`config.mk`:
```
export PLATFORM = sky130hd
export DESIGN_NAME = keypad_entry
export DESIGN_NICKNAME = d
export VERILOG_FILES = /design/src/rtl/keypad_entry.sv
export SDC_FILE = /design/constraint.sdc
export NUM_CORES = 1
export LEC_CHECK = 0
export CAP_MARGIN = 10
export CORE_MARGIN = 2
export CORE_UTILIZATION = 55
export CTS_CLUSTER_DIAMETER = 30
export DETAILED_ROUTE_END_ITERATION = 8
export GPL_TIMING_DRIVEN = 0
export PLACE_DENSITY = 0.76
export SLEW_MARGIN = 25
export SYNTH_ARGS = -nofsm -noshare
export SYNTH_HDL_FRONTEND = slang
export SYNTH_SLANG_ARGS = --single-unit
```
`constraint.sdc`:
```
create_clock -name clk -period 4.9 [get_ports clk]
set_input_delay 0.98 -clock clk [delete_from_list [all_inputs] [get_ports clk]]
set_output_delay 0.98 -clock clk [all_outputs]
set_load 0.01 [all_outputs]
```
`src/rtl/keypad_entry.sv`:
```
// keypad_entry: 4x4 matrix keypad scanner, debouncer and operand-entry FSM
// feeding num1/num2/func/button of the calculation core.
// Optional feature macro: KEYPAD_EXT_FUNC_EN (repeat operator in NUM2 toggles func[2]).
module keypad_entry #(
  parameter int SCAN_CYCLES = 5000,
  parameter int DEB_SCANS   = 4
) (
  input  logic       clk,
  input  logic       rst,
  output logic [3:0] key_row,
  input  logic [3:0] key_col,
  output logic [7:0] num1,
  output logic [7:0] num2,
  output logic [2:0] func,
  output logic       button,
  output logic [1:0] state
);

  localparam int SW = (SCAN_CYCLES > 1) ? $clog2(SCAN_CYCLES) : 1;
  localparam int DW = $clog2(DEB_SCANS + 1);

  typedef enum logic [1:0] {
    S_NUM1 = 2'd0,
    S_NUM2 = 2'd1,
    S_DONE = 2'd2
  } state_t;

  // scanner
  logic [SW-1:0] r_slot;
  logic [1:0]    r_row;
  logic [1:0]    r_nlow;      // low columns seen so far this frame, saturating at 2
  logic [3:0]    r_key;       // index of the single low column seen this frame
  logic [2:0]    w_col_lows;
  logic [1:0]    w_col_idx;
  logic [2:0]    w_nlow_sum;
  logic          w_last_slot;
  logic          w_frame_end;
  logic          w_frame_valid;
  logic [3:0]    w_frame_key;

  // debounce
  logic          r_prev_valid;
  logic [3:0]    r_prev_key;
  logic [DW-1:0] r_deb_cnt;
  logic          r_pressed;
  logic          r_armed;     // cleared by reset so a key held through reset must be released first
  logic          r_event;
  logic [3:0]    r_event_key;
  logic          w_same;
  logic [DW-1:0] w_cnt_next;
  logic          w_stable;

  // entry FSM
  state_t        r_state, w_state_next;
  logic [7:0]    r_num1, r_num2, w_num1_next, w_num2_next;
  logic [2:0]    r_func, w_func_next;
  logic          r_button, w_button_next;
  logic [1:0]    w_ev_col;
  logic [3:0]    w_digit;
  logic [7:0]    w_operand;
  logic [11:0]   w_prod;
  logic          w_fits;

  assign w_last_slot = (r_slot == SW'(SCAN_CYCLES - 1));
  assign w_frame_end = w_last_slot && (r_row == 2'd3);

  // count low column bits in the current sample and locate the low one
  always_comb begin
    w_col_lows = '0;
    w_col_idx  = '0;
    for (int unsigned c = 0; c < 4; c++) begin
      if (!key_col[c]) begin
        w_col_lows = w_col_lows + 3'd1;
        w_col_idx  = 2'(c);
      end
    end
  end

  assign w_nlow_sum    = {1'b0, r_nlow} + w_col_lows;
  assign w_frame_valid = (w_nlow_sum == 3'd1);
  assign w_frame_key   = (w_col_lows == 3'd1) ? {r_row, w_col_idx} : r_key;

  // row rotation, slot timing and per-frame accumulation of column samples
  always_ff @(posedge clk) begin
    if (rst) begin
      r_slot <= '0;
      r_row  <= '0;
      r_nlow <= '0;
      r_key  <= '0;
    end else if (w_last_slot) begin
      r_slot <= '0;
      r_row  <= r_row + 2'd1;
      if (r_row == 2'd3) begin
        r_nlow <= '0;
        r_key  <= '0;
      end else begin
        r_nlow <= (w_nlow_sum >= 3'd2) ? 2'd2 : w_nlow_sum[1:0];
        r_key  <= w_frame_key;
      end
    end else begin
      r_slot <= r_slot + 1'b1;
    end
  end

  assign key_row = ~(4'b0001 << r_row);

  assign w_same     = (w_frame_valid == r_prev_valid) &&
                      (!w_frame_valid || (w_frame_key == r_prev_key));
  assign w_cnt_next = !w_same ? DW'(1) :
                      (r_deb_cnt == DW'(DEB_SCANS)) ? r_deb_cnt : r_deb_cnt + 1'b1;
  assign w_stable   = (w_cnt_next == DW'(DEB_SCANS));

  // frame-level debounce: one event per accepted press, release re-arms
  always_ff @(posedge clk) begin
    if (rst) begin
      r_prev_valid <= 1'b0;
      r_prev_key   <= '0;
      r_deb_cnt    <= '0;
      r_pressed    <= 1'b0;
      r_armed      <= 1'b0;
      r_event      <= 1'b0;
      r_event_key  <= '0;
    end else begin
      r_event <= 1'b0;
      if (w_frame_end) begin
        r_prev_valid <= w_frame_valid;
        r_prev_key   <= w_frame_key;
        r_deb_cnt    <= w_cnt_next;
        if (w_stable && w_frame_valid && !r_pressed && r_armed) begin
          r_event     <= 1'b1;
          r_event_key <= w_frame_key;
          r_pressed   <= 1'b1;
        end
        if (w_stable && !w_frame_valid) begin
          r_pressed <= 1'b0;
          r_armed   <= 1'b1;
        end
      end
    end
  end

  // key index 4r+c: column 3 is an operator, 12 '*', 13 '0', 14 '#'
  assign w_ev_col  = r_event_key[1:0];
  assign w_digit   = (r_event_key == 4'd13) ? 4'd0 :
                     4'(r_event_key[3:2]) * 4'd3 + 4'(r_event_key[1:0]) + 4'd1;
  assign w_operand = (r_state == S_NUM2) ? r_num2 : r_num1;
  assign w_prod    = 12'(w_operand) * 12'd10 + 12'(w_digit);
  assign w_fits    = (w_prod <= 12'd255);

  // entry FSM registers
  always_ff @(posedge clk) begin
    if (rst) begin
      r_state  <= S_NUM1;
      r_num1   <= '0;
      r_num2   <= '0;
      r_func   <= '0;
      r_button <= 1'b0;
    end else begin
      r_state  <= w_state_next;
      r_num1   <= w_num1_next;
      r_num2   <= w_num2_next;
      r_func   <= w_func_next;
      r_button <= w_button_next;
    end
  end

  // entry FSM next state and operand updates on key events
  always_comb begin
    w_state_next  = r_state;
    w_num1_next   = r_num1;
    w_num2_next   = r_num2;
    w_func_next   = r_func;
    w_button_next = 1'b0;
    if (r_event) begin
      if (r_event_key == 4'd12) begin
        w_num1_next  = '0;
        w_num2_next  = '0;
        w_func_next  = '0;
        w_state_next = S_NUM1;
      end else if (r_event_key == 4'd14) begin
        if (r_state != S_NUM1) begin
          w_button_next = 1'b1;
          w_state_next  = S_DONE;
        end
      end else if (w_ev_col == 2'd3) begin
        if (r_state == S_NUM2) begin
`ifdef KEYPAD_EXT_FUNC_EN
          if (r_func[1:0] == r_event_key[3:2])
            w_func_next = {~r_func[2], r_event_key[3:2]};
          else
            w_func_next = {1'b0, r_event_key[3:2]};
`else
          w_func_next = {1'b0, r_event_key[3:2]};
`endif
        end else begin
          w_func_next  = {1'b0, r_event_key[3:2]};
          w_num2_next  = '0;
          w_state_next = S_NUM2;
        end
      end else begin
        case (r_state)
          S_NUM1: if (w_fits) w_num1_next = w_prod[7:0];
          S_NUM2: if (w_fits) w_num2_next = w_prod[7:0];
          default: begin
            w_num1_next  = {4'b0, w_digit};
            w_num2_next  = '0;
            w_state_next = S_NUM1;
          end
        endcase
      end
    end
  end

  assign num1   = r_num1;
  assign num2   = r_num2;
  assign func   = r_func;
  assign button = r_button;
  assign state  = r_state;

endmodule

```
==> results of run 1 <==
cell usage after synthesis (3+ instances only):
library cell and instances:
nand3_1 12, a31oi_1 9, fa_1 5, clkbuf_1 11
or3_1 4, nand4_1 4, mux2_2 4, a311o_1 5
nand2_1 61, a21oi_1 18, nand3b_1 4, o21ai_0 14
ha_1 29, nor2_1 44, and3_1 7, nand2b_1 15
xor2_1 12, nor2b_1 10, a22oi_1 3, inv_1 25
xnor2_1 17, nor3_1 11, or2_2 4, a21o_1 4
a211oi_1 7, dfxtp_1 57, buf_2 4, mux2i_1 15
kinds of logic (layout without fill, tap and decap cells):
kind of cell	Yosys count	in the layout	synth area share
other cells	1	1	0.000979
mux	21	21	0.0605
flops	57	57	0.298
xor+xnor	30	30	0.0722
buf+inv	43	87	0.0464
compound gates	82	82	0.152
simple gates	192	192	0.249
fa+ha+maj	34	34	0.121
area by class of cell:
type	instances	area share
multi-input cells	360	0.576
clock inverters	3	0.00337
flip-flops and latches	57	0.256
inverters	25	0.0210
repair buffers	30	0.0657
well taps	80	0.0225
plain buffers	17	0.0182
clock buffers	12	0.0370
stage by stage:
stage                     cells  power (W)  utilization  area (µm²)
after floorplan             460   0.000541            -        3830
after global placement      567   0.000556        0.621        4200
after detailed placement    567   0.000559        0.623        4210
after CTS                   584   0.000970        0.654        4420
after global routing        584    0.00100        0.660        4460
final                       584   0.000969        0.660        4460
per-layer routing:
layer  vias up  wire length [µm]  global-route usage
met2        70              4060               0.389
met5         -                 0                   0
li1       1678                 -                   -
met3        12               350              0.0540
met1      1596              4080               0.309
met4         0               123              0.0979
final timing paths:
kind | start | to | slack (ns) | depth (start not counted)
setup / recovery | key_col[1] | r_event_key[0]$_SDFFE_PP0P_ | 0.16 | 16
hold / removal | r_pressed$_SDFFE_PP0P_ | r_pressed$_SDFFE_PP0P_ | 0.46 | 2
setup reg to reg | state[1]$_SDFFE_PP0P_ | num1[2]$_SDFFE_PP0P_ | 0.36 | 17
hold reg to reg | r_pressed$_SDFFE_PP0P_ | r_pressed$_SDFFE_PP0P_ | 0.46 | 2
sequential cells by signal (all words and copies together) (netlist names), 3 cells and up:
name         cells
r_slot          13
num1             8
num2             8
r_event_key      4
r_key            4
r_prev_key       4
r_deb_cnt        3
report_power, final:
part           leakage [nW]   total, W  switching (W)  internal [W]
registers             0.459   0.000467     0.00000195      0.000465
logic                  1.33  0.0000982      0.0000514     0.0000468
clock network        0.0980   0.000403       0.000184      0.000219
total                  1.88   0.000969       0.000237      0.000732
critical path, cell delays in order:
cell and delay (ns):
clkdlybuf4s50_1 0.50, inv_1 0.08, ha_4 0.17, nand2b_1 0.15, and2_2 0.17, ha_1 0.26
nor2b_1 0.13, a31o_1 0.24, fa_1 0.43, xnor3_2 0.28, nor3b_4 0.27, nand3b_1 0.11
mux2_2 0.30, o41a_1 0.42, or3_1 0.36, a21oi_1 0.14
timing repair:
action | CTS | global route
pin swaps | 1 | 3
buffers inserted | 2 | 1
endpoints found under the setup margin | 19 | 24
hold buffers | 0 | 0
resized for setup | 3 | 9
==> flow_summary.yaml, run 1 <==
cts:
  clk_latency_ns: 0.34
  root_buffer: "clkbuf_8"
  cts_tree: "yes"
  clk_pin_slew_worst_paths_ns: 0.06
  htree_levels: 3
  clkSinkCount: 57
  cts_buffer_depth: 2
  numCtsBuffers: 9
floorplanning:
  fp.dieH_um: 87.4
  fp-row-count: 30
  dieArea_mm2: 0.00764
  initial_core_util: 0.567
  num_io_pins: 32
  die_w_um: 87.4
  core_mm2: 0.00676
cells_and_area:
  areaGrowthSynthToFinish_pct: 16.4
  multi_input_area_mm2: 0.00257
  antennaDiodeCount: 0
  final_common_cell: "nand2_1"
  final_nets: 540
  regArea_mm2: 0.00114
  layout_common_cells: "61 x nand2_1, 57 x dfxtp_1, 44 x nor2_1"
  fillers: 578
  drive_gt1_frac: 0.107
logic_synthesis:
  synth-edff-count: 0
  ys_ff_latch: 57
  ys_seq_area_frac: 0.298
  synth_top_cell_by_area: "dfxtp_1"
  avgSynthCellArea_um2: 8.32
  synth.distinct_cells: 65
  syn_nets: 500
  synth_top_area_share: 0.298
  synth_flop_cell: "dfxtp_1"
  async_flop_share: 0
  syn_inst: 460
  yosys_warnings: 0
  mappedNetlistArea_mm2: 0.00383
  synth_area_leaders: "dfxtp_1 30%, ha_1 9.5%, nand2_1 6.0%"
sta:
  hold_viol_final: 0
  post-route-period-util: 0.967
  report.final.slew_viol_count: 0
  max_freq_ghz: 0.211
  finalSetupViolCount: 0
  tns_ns: 0
  setup_slack_ns: 0.161
  relSlewSlack: 0.431
  rsz0062_at_grt: "no"
  finClkSkew_ns: 0.00689
  timing.hold.ws_ns: 0.464
  fin_crit_ns: 4.74
  tightest_slew_ns: 0.846
grt:
  grt_pass1_vias: 3268
  gr-total-overflow: 0
  grt_pass1_wl_um: 14500
  antenna_found_initial: 0
  grt_max_degree: 11
  grtUsageTotal: 0.240
detailed_routing:
  routed_via_density: 5.75
  ant_nets: 0
  via_count: 3356
  drt_iter0_drc: 188
  drc_errors: 0
  drt_first_pass_iters: 6
  wire_per_inst_um: 14.8
  drt-total-wl_um: 8620
power_and_ir_drop:
  powerDensity_mw_per_mm2: 217
  cellLeakagePower_nw: 1.88
  ir_drop_uv: 147
critical_path:
  crit_required_ns: 5.16
  crit_type: "input port to register"
  cp_data_arrival_time_ns: 5.00
  crit_fanout: 4
  endpoint_kind: "register"
  worstSetupStartpointType: "input port"
worst_hold_path:
  hold_class: "register to register"
outcome:
  status: "finished clean"
placed_design:
  port_buffers: 27
  gp_congestion: 0.880
  place_ws_ns: -0.545
  dp_hpwl_um: 6390
run:
  max_cap_violations: 0
Note: power is estimated with default switching activity, not from simulation.
==> run 2: changes to the inputs <==
Settings changed: CORE_MARGIN 2 to 4, SKIP_CTS_REPAIR_TIMING set to 1, TNS_END_PERCENT set to 30.
==> flow_summary.yaml, run 2 (synthesized netlist as in run 1, its figures left out) <==
critical_path:
  worstSetupStartpointType: "input port"
  crit_required_ns: 5.16
  crit_fanout: 7
  endpoint_kind: "register"
  cp_data_arrival_time_ns: 5.01
  crit_type: "input port to register"
cells_and_area:
  top_register: "r_slot"
  final_nets: 541
  antennaDiodeCount: 0
  areaGrowthSynthToFinish_pct: 18.8
  drive_gt1_frac: 0.105
  final_common_cell: "nand2_1"
  final_area_mm2: 0.00455
  layout_common_cells: "61 x nand2_1, 57 x dfxtp_1, 44 x nor2_1"
  largest_reg_flops: 13
  fillers: 573
floorplanning:
  fp.dieH_um: 91.4
  num_io_pins: 32
  initial_core_util: 0.564
  die_w_um: 91.4
  core_mm2: 0.00679
  dieArea_mm2: 0.00836
  fp-row-count: 30
detailed_routing:
  wire_per_inst_um: 14.8
  drc_errors: 0
  via_count: 3404
  drt_iter0_drc: 204
  drt-total-wl_um: 8880
  routed_via_density: 5.65
  drt_first_pass_iters: 5
  ant_nets: 0
placed_design:
  port_buffers: 27
  place_ws_ns: -0.596
  place_area_mm2: 0.00423
  dp_hpwl_um: 6590
  gp_congestion: 0.871
sta:
  finalSetupViolCount: 0
  hold_viol_final: 0
  tightest_slew_ns: 0.910
  fin_crit_ns: 4.75
  post-route-period-util: 0.969
  setup_slack_ns: 0.151
  timing.hold.ws_ns: 0.455
  relSlewSlack: 0.388
  finClkSkew_ns: 0.0126
  max_freq_ghz: 0.211
  report.final.slew_viol_count: 0
  rsz0062_at_grt: "yes"
cts:
  htree_levels: 3
  numCtsBuffers: 9
  clk_pin_slew_worst_paths_ns: 0.06
  cts_buffer_depth: 2
  cts_tree: "yes"
  clkSinkCount: 57
  clk_latency_ns: 0.34
  root_buffer: "clkbuf_8"
grt:
  grt_pass1_vias: 3204
  antenna_found_initial: 0
  grtUsageTotal: 0.218
  grt_pass1_wl_um: 14700
  gr-total-overflow: 0
  grt_max_degree: 12
power_and_ir_drop:
  ir_drop_uv: 215
  powerDensity_mw_per_mm2: 248
  cellLeakagePower_nw: 1.92
  power_w: 0.00113
worst_hold_path:
  hold_class: "register to register"
outcome:
  status: "finished clean"
run:
  max_cap_violations: 0
[run 2: cell count changes in the layout (fill, tap and decap cells not counted), moves of 2 or more]
cell,delta
clkbuf_8,-2
clkinv_2,-3
bufinv_16,+3
clkinv_4,+2
[run 2: metrics by stage]
stage | instances | utilization | setup TNS, ns
final | 602 | 0.669 | 0
after global routing | 602 | 0.669 | -0.0176
after CTS | 599 | 0.659 | -1.53
after detailed placement | 583 | 0.622 | -4.76
after global placement | 583 | 0.621 | -3.10
after floorplan | 460 | - | 0
[run 2: cell type report]
cell class | count | area (µm²) | area share
Buffer | 18 | 85.1 | 0.0187
Clock buffer | 10 | 138 | 0.0303
Clock inverter | 6 | 115 | 0.0253
Inverter | 25 | 93.8 | 0.0206
Multi-Input combinational cell | 360 | 2560 | 0.563
Sequential cell | 57 | 1140 | 0.251
Tap cell | 96 | 120 | 0.0264
Timing Repair Buffer | 30 | 293 | 0.0644
[run 2: per-layer routing]
| metal | GRT usage | wire (µm) | vias to the layer above |
|---|---|---|---|
| met3 | 0.0423 | 574 | 15 |
| met5 | 0 | 0 | - |
| met4 | 0.0804 | 129 | 0 |
| met2 | 0.371 | 4270 | 93 |
| met1 | 0.271 | 3910 | 1610 |
| li1 | - | - | 1686 |
[run 2: path summary, 6_finish.rpt]
check | startpoint | end | slack, ns | cells after the start
min reg2reg | r_pressed$_SDFFE_PP0P_ | r_pressed$_SDFFE_PP0P_ | 0.45 | 2
max | key_col[1] | r_event_key[0]$_SDFFE_PP0P_ | 0.15 | 16
max reg2reg | state[0]$_SDFFE_PP0P_ | num1[7]$_SDFFE_PP0P_ | 0.18 | 18
min | r_pressed$_SDFFE_PP0P_ | r_pressed$_SDFFE_PP0P_ | 0.45 | 2
[run 2: report_power, final]
part	switching, W	internal (W)	total (W)
Combinational	0.0000512	0.0000471	0.0000983
Clock	0.000207	0.000353	0.000561
Sequential	0.00000214	0.000465	0.000467
[run 2: worst max-delay path, cell delays in order]
cell             delay, ns
clkdlybuf4s50_1       0.50
inv_1                 0.08
ha_4                  0.17
nand2b_1              0.15
and2_2                0.17
ha_1                  0.26
nor2b_1               0.13
a31o_1                0.24
fa_2                  0.37
xnor3_2               0.27
nor3b_4               0.31
nand3_1               0.13
mux2_4                0.30
o41a_1                0.43
or3_1                 0.38
a21oi_1               0.15
